File: src/rtl/data_serializer_pkg.sv
// Shared widths, state encoding and word-length helper for the data_serializer block.
// The optional assertion set is enabled by defining DATA_SERIALIZER_SVA_EN.
package data_serializer_pkg;

  localparam int DATA_W  = 16;
  localparam int MOD_W   = 4;
  localparam int MIN_LEN = 3;

  typedef enum logic {
    IDLE  = 1'b0,
    SHIFT = 1'b1
  } ser_state_t;

  // A bit-count field of zero stands for a full DATA_W-bit word.
  function automatic logic [MOD_W:0] word_len(input logic [MOD_W-1:0] mod);
    return (mod == '0) ? (MOD_W+1)'(DATA_W) : {1'b0, mod};
  endfunction

endpackage

File: src/rtl/data_serializer_if.sv
// Word-in / bit-out bundle between a word producer, the serializer and a serial consumer.
// Assertions in the serializer are enabled by DATA_SERIALIZER_SVA_EN; this file has none.
interface data_serializer_if;
  import data_serializer_pkg::*;

  // Handshake: the producer presents data_i/data_mod_i with data_val_i high for a cycle.
  // The word is taken only if busy_o is low at that rising edge; otherwise it is dropped,
  // never queued. ser_data_o carries meaning only while ser_data_val_o is high.
  logic [DATA_W-1:0] data_i;
  logic [MOD_W-1:0]  data_mod_i;
  logic              data_val_i;
  logic              ser_data_o;
  logic              ser_data_val_o;
  logic              busy_o;

  modport master (
    output data_i, data_mod_i, data_val_i,
    input  ser_data_o, ser_data_val_o, busy_o
  );

  modport slave (
    input  data_i, data_mod_i, data_val_i,
    output ser_data_o, ser_data_val_o, busy_o
  );

endinterface

File: src/rtl/data_serializer.sv
// Parallel-to-serial converter: shifts an accepted word out MSB-first, one bit per clock.
// Define DATA_SERIALIZER_SVA_EN to compile in the output-protocol assertions.
module data_serializer
  import data_serializer_pkg::*;
(
  input  logic              clk_i,
  input  logic              srst_i,
  data_serializer_if.slave  bus,
  output ser_state_t        state_o
);

  ser_state_t        state_q, state_d;
  logic [DATA_W-1:0] shift_q, shift_d;
  logic [MOD_W:0]    cnt_q, cnt_d;
  logic              ser_data_q, ser_data_d;
  logic              ser_val_q, ser_val_d;
  logic              busy_q, busy_d;
  logic [MOD_W:0]    len;

  assign len = word_len(bus.data_mod_i);

  // The first bit is loaded on the accept edge, so cnt holds the bits still to come.
  always_comb begin
    state_d    = state_q;
    shift_d    = shift_q;
    cnt_d      = cnt_q;
    ser_data_d = 1'b0;
    ser_val_d  = 1'b0;
    busy_d     = 1'b0;
    case (state_q)
      IDLE: begin
        if (bus.data_val_i && (len >= (MOD_W+1)'(MIN_LEN))) begin
          state_d    = SHIFT;
          shift_d    = bus.data_i << 1;
          cnt_d      = len - 1'b1;
          ser_data_d = bus.data_i[DATA_W-1];
          ser_val_d  = 1'b1;
          busy_d     = 1'b1;
        end
      end
      SHIFT: begin
        if (cnt_q == '0) begin
          state_d = IDLE;
        end else begin
          shift_d    = shift_q << 1;
          cnt_d      = cnt_q - 1'b1;
          ser_data_d = shift_q[DATA_W-1];
          ser_val_d  = 1'b1;
          busy_d     = 1'b1;
        end
      end
      default: state_d = IDLE;
    endcase
  end

  always_ff @(posedge clk_i) begin
    if (srst_i) begin
      state_q    <= IDLE;
      shift_q    <= '0;
      cnt_q      <= '0;
      ser_data_q <= 1'b0;
      ser_val_q  <= 1'b0;
      busy_q     <= 1'b0;
    end else begin
      state_q    <= state_d;
      shift_q    <= shift_d;
      cnt_q      <= cnt_d;
      ser_data_q <= ser_data_d;
      ser_val_q  <= ser_val_d;
      busy_q     <= busy_d;
    end
  end

  assign bus.ser_data_o     = ser_data_q;
  assign bus.ser_data_val_o = ser_val_q;
  assign bus.busy_o         = busy_q;
  assign state_o            = state_q;

`ifdef DATA_SERIALIZER_SVA_EN
  // Number of busy cycles already completed in the current busy run.
  logic [MOD_W+1:0] busy_run_q;

  always_ff @(posedge clk_i) begin
    if (srst_i || !busy_q) begin
      busy_run_q <= '0;
    end else if (busy_run_q != '1) begin
      busy_run_q <= busy_run_q + 1'b1;
    end
  end

  a_val_implies_busy: assert property (@(posedge clk_i) ser_val_q |-> busy_q);
  a_data_zero_idle:   assert property (@(posedge clk_i) !ser_val_q |-> !ser_data_q);
  a_busy_bounded:     assert property (@(posedge clk_i) busy_q |-> (busy_run_q < (MOD_W+2)'(DATA_W)));
  a_reset_clears:     assert property (@(posedge clk_i)
                        srst_i |=> (!busy_q && !ser_val_q && !ser_data_q));
`else
  // Assertions compiled out; datapath and FSM are unchanged.
`endif

endmodule

File: src/flat_wrapper.sv
// flat-port wrapper written by rule: the top's interface ports become plain ports
module data_serializer_flat import data_serializer_pkg::*;
  (clk_i, srst_i, state_o, bus_data_i, bus_data_mod_i, bus_data_val_i, bus_ser_data_o, bus_ser_data_val_o, bus_busy_o);
  data_serializer_if bus_i ();
  input  logic clk_i;
  input  logic srst_i;
  output ser_state_t state_o;
  input wire logic [$bits(bus_i.data_i)-1:0] bus_data_i;
  input wire logic [$bits(bus_i.data_mod_i)-1:0] bus_data_mod_i;
  input wire logic [$bits(bus_i.data_val_i)-1:0] bus_data_val_i;
  output wire logic [$bits(bus_i.ser_data_o)-1:0] bus_ser_data_o;
  output wire logic [$bits(bus_i.ser_data_val_o)-1:0] bus_ser_data_val_o;
  output wire logic [$bits(bus_i.busy_o)-1:0] bus_busy_o;
  assign bus_i.data_i = bus_data_i;
  assign bus_i.data_mod_i = bus_data_mod_i;
  assign bus_i.data_val_i = bus_data_val_i;
  assign bus_ser_data_o = bus_i.ser_data_o;
  assign bus_ser_data_val_o = bus_i.ser_data_val_o;
  assign bus_busy_o = bus_i.busy_o;
  data_serializer u_core (.clk_i(clk_i), .srst_i(srst_i), .bus(bus_i), .state_o(state_o));
endmodule
File: config.mk
export PLATFORM = sky130hd
export DESIGN_NAME = data_serializer_flat
export DESIGN_NICKNAME = d
export VERILOG_FILES = /design/src/rtl/data_serializer_pkg.sv /design/src/rtl/data_serializer_if.sv /design/src/rtl/data_serializer.sv /design/src/flat_wrapper.sv
export SDC_FILE = /design/constraint.sdc
export NUM_CORES = 1
export LEC_CHECK = 0
export ABC_CLOCK_PERIOD_IN_PS = 2300
export BUFFER_PORTS_ARGS = -buffer_cell sky130_fd_sc_hd__buf_2
export CORE_ASPECT_RATIO = 0.75
export CORE_MARGIN = 2
export CORE_UTILIZATION = 54
export DETAILED_ROUTE_END_ITERATION = 6
export PLACE_DENSITY = 0.79
export SETUP_SLACK_MARGIN = 0.3
export SYNTH_ARGS = -nofsm -noshare
export SYNTH_HDL_FRONTEND = slang
export SYNTH_SLANG_ARGS = --single-unit
File: constraint.sdc
create_clock -name clk_i -period 2.3 [get_ports clk_i]
set_input_delay 0.115 -clock clk_i [delete_from_list [all_inputs] [get_ports clk_i]]
set_output_delay 0.115 -clock clk_i [all_outputs]
set_load 0.01 [all_outputs]
==> impl.org <==
** Clock network
- In this run, CTS created clock tree buffers numbering 3.
- Count of hold-fix buffers inserted at cts :: 0
- Buffer count from post-CTS setup fixing :: 0
- TritonCTS built the clock tree.
- After clock tree synthesis, the clock-pin slew on the worst setup and hold paths is 120 ps.
- Number of clock sinks seen by CTS :: 22
- The later pin in the worst-skew pair is clocked with a latency of between 300 and 400 ps.
- The clock passes through at most 2 buffers.
- Root cell of the clock tree :: clkbuf_4
- Count of H-tree levels built during CTS :: 1

** Finish
- P&R area growth vs syn :: 10.5%
- Of the cells placed in the final design, the portion with a size suffix greater than 1 is 35.9%.
- For this run, the post-layout net count is roughly 180.
- After filler insertion, the fill cell instance count of the layout stands at 200.
- The number of antenna diodes in the final layout is 0.

** Critical path
- Along the worst path, the maximum fanout reaches 13.
- The worst setup path is captured at a register.
- The signal on the critical path passes through buf_4, and2b_2, o21a_1, buf_4, nor2_1, o32ai_2.
- On the critical path, the stage with the largest delay is an instance of dfxtp_1.
- STA classifies the critical path startpoint as a register.
- At the worst endpoint, the required time is 2540 ps.
- On the critical path the largest part of the delay comes from compound AO/OA/AOI/OAI gates.
- Counting buffers and inverters, the worst setup path is 6 cells deep.
- Worst reg-to-reg setup slack :: roughly 490 ps
- The worst register-to-register path has a depth of 6.
- The cell that appears most often on the critical path is buf_4.
- Critical path start-end classification :: register to register
- Counting both buffers and inverters, the worst setup path holds a total of 2.
- Arrival time of the worst setup path :: 2050 ps
- For this run, the slowest stage of the critical path takes about 370 ps.

** Yosys
- Most numerous cell in the Yosys netlist :: dfxtp_1
- Flip-flop cell with the highest count after synthesis :: dfxtp_1
- Share of the synthesized netlist area taken by xor and xnor gates :: 1.88%
- Post-synthesis simple-gate area fraction :: roughly 18%
- Post-Synthesis Net Count :: about 160
- Ranked by instance count, the synthesized netlist is headed by 22 x dfxtp_1, 16 x mux2i_1, 16 x nor3_1, 10 x a211oi_2.
- The synthesized design contains 0 enable-type register cells.
- Share of async-settable or async-resettable flops after synthesis :: 0%
- Count of warnings emitted by yosys :: 0
- In this run, distinct cell masters in the synthesized netlist total 44.
- Synthesis inferred 22 register bits.
- Number of instances in the synthesized netlist :: 135
- Summed instance area of the synthesized netlist :: about 0.0013 mm2
- The synthesized design spends more area on one cell type than any other, namely dfxtp_1.
- Mux share of post-synthesis cell area :: about an eighth
- By area, the combinational part of the netlist is dominated by compound AO/OA/AOI/OAI gates.
- In this run the mean area of a mapped cell was about 9.9 um2.
- In this run the biggest area consumer among cell types represents 33.1% of the synthesized area.
- Share of the synthesized area in compound gates (AO/OA/AOI/OAI) :: between 20% and 30%
- Dominant cells by area after synthesis :: dfxtp_1 33%, mux2i_1 12%, a211oi_2 9.4%
- Fraction of the mapped netlist area in adder cells :: less than 1%
- After synthesis, flip-flops and latches occupy 33.1% of the total area.

** Status
- Outcome :: finished clean

** STA
- Timing would allow up to approximately 550 MHz.
- Final hold violations :: 0
- After layout, the minimum clock period comes to 1810 ps.
- Final cycle utilization of the critical path :: slightly below 80%
- Unrepaired setup endpoints after global routing :: no
- Number of setup violations in the final report :: 0
- The number of slew-limit violations in the final report was 0.
- On the final layout, the worst clock skew is between 1 and 1.5 ps.
- Setup slack closes at slightly below 500 ps.
- Pin slew with the least headroom to its limit :: approximately 550 ps
- Relative slew slack :: 63.4%
- Setup_tns :: 0 ps

** Placed design
- Summed over all nets, the half-perimeter wirelength after detailed placement is roughly 1900 um.
- Placer's final routability congestion estimate :: 0.831
- Worst slack after detailed placement :: a little over 500 ps
- Number of port buffers :: 26

** Hold path
- Counting instances, the worst hold path has a depth of 3.
- The tightest min-delay check is of the primary input to register type.

** Power and ir drop
- Power share of the clock group :: roughly a fifth
- Power spread over the standard cell area amounts to about 700 mW/mm2.
- Leakage power :: 0.540 nW
- Proportion of power drawn by flip-flops and latches :: approximately 46%
- Of the total power, combinational logic draws 32.8%.
- Internal Power :: between 0.0006 and 0.0007 W
- The worst-case IR drop observed on VDD is around 0.34 mV.
- Switching share of power :: 33.8%
- Net switching component of the power :: between 0.0003 and 0.0004 W

** Drt
- Once detail routing completed, the nets flagged for antenna violations numbered 0.
- Via count normalized by instance count :: 5.83
- The first TritonRoute pass finished after 4 iterations.
- WL per Instance :: ~14 um
- Number of design-rule violations left by the first detailed-router iteration :: 36
- Wire length reported by the detailed router :: 2680 um
- Residual DRC count :: 0
- The final route contains approximately 1100 vias.

** Floorplan
- Die span in y :: 47 um
- Die width :: a little over 60 um
- Starting Density :: a little under 60%
- During I/O placement, the number of pins put on the boundary was 27.
- Standard-cell rows :: 15
- The core region is about 0.0023 mm2.
- Die area :: a little under 0.003 mm2

** GRT
- Entering global routing, the biggest net connects 25 pins.
- Across every metal layer, demand over resource in global routing totals 20.2%.
- Aggregate global routing overflow :: 0
- The number of global-route vias before repair was 963.
- First-pass GRT wire length :: 4330 um
- The number of antenna violations at the first check in global routing was 0.

** Flow run
- Across the run, the number of max-cap violations was 0.
[sequential cells by signal (all words and copies together), names as in the netlist]
signal,cells
u_core.bus.ser_data_o,1
u_core.bus.ser_data_val_o,1
u_core.cnt_q,5
u_core.shift_q,15
[stage by stage]
stage	hold slack (ps)	power [W]	instance area, um2	util, %	instances
CTS	16.7	0.00103	1470	63.6	187
floorplan	235	0.000760	1330	-	135
global placement	365	0.000806	1430	62.1	183
global route	20.7	0.00108	1470	63.7	187
detailed placement	362	0.000817	1430	62.1	183
finish	23.1	0.00103	1470	63.7	187
[cell type report]
| type | instances | area [um2] | area share, % |
|---|---|---|---|
| multi-input cells | 97 | 796 | 54.1 |
| flip-flops and latches | 22 | 440 | 29.9 |
| clock buffers | 4 | 36.3 | 2.47 |
| inverters | 1 | 3.75 | 0.255 |
| well taps | 34 | 42.5 | 2.89 |
| repair buffers | 29 | 153 | 10.4 |
[worst reg2reg max path: cells and delay by family (launching register included)]
family | cells | cell delay (ps)
AND/OR/NAND/NOR | 2 | 340
buffers and inverters | 2 | 440
flip-flops | 1 | 370
AO/OA/AOI/OAI | 2 | 580
[cell families (layout without fill, tap and decap cells)]
| group | Yosys count | count (layout) |
|---|---|---|
| multiplexers | 16 | 16 |
| XOR/XNOR | 2 | 2 |
| AO/OA/AOI/OAI | 39 | 39 |
| AND/OR/NAND/NOR | 39 | 39 |
| buffers and inverters | 16 | 34 |
| flip-flops | 22 | 22 |
| adder cells (fa/ha/maj) | 1 | 1 |
[timing repair]
action / in CTS / in global routing
endpoints found under the hold margin: 0 / 0
setup endpoints to repair: 0 / 1
resized for setup: 0 / 1
[power groups by stage]
stage / logic, W / clock network, W / registers, W
floorplan: 0.000292 / 0 / 0.000468
global placement: 0.000327 / 0 / 0.000479
detailed placement: 0.000336 / 0 / 0.000481
CTS: 0.000337 / 0.000219 / 0.000472
global route: 0.000371 / 0.000231 / 0.000480
finish: 0.000337 / 0.000218 / 0.000473
[layout by cell type, fill, tap and decap left out, types with 2 or more instances in the layout]
| master | netlist | routed |
|---|---|---|
| nor2_1 | 5 | 5 |
| o32ai_2 | 2 | 2 |
| clkbuf_4 | 0 | 3 |
| o21ai_0 | 3 | 3 |
| nor2b_1 | 2 | 2 |
| buf_4 | 4 | 3 |
| buf_2 | 5 | 26 |
| nand3_1 | 2 | 2 |
| a21oi_1 | 6 | 6 |
| nand2_1 | 3 | 3 |
| mux2i_1 | 16 | 16 |
| a211oi_2 | 10 | 10 |
| a211oi_1 | 6 | 6 |
| dfxtp_1 | 22 | 22 |
| nor3_1 | 16 | 16 |
[final timing paths]
path	start	endpoint
setup reg to reg	u_core.bus.ser_data_val_o	u_core.cnt_q[4]
hold reg to reg	u_core.shift_q[1]	u_core.shift_q[1]
hold / removal	bus_data_i[0]	u_core.shift_q[1]
setup / recovery	u_core.bus.ser_data_val_o	u_core.cnt_q[4]
[per-layer routing]
layer  vias up  GRT usage [%]  wire length (um)
li1        544              -                 -
met1       510           27.6              1310
met5         -              0                 0
met3         0           4.96               148
met4         0           3.83                 0
met2        36           33.2              1220
Power figures use the tool's default switching activity.
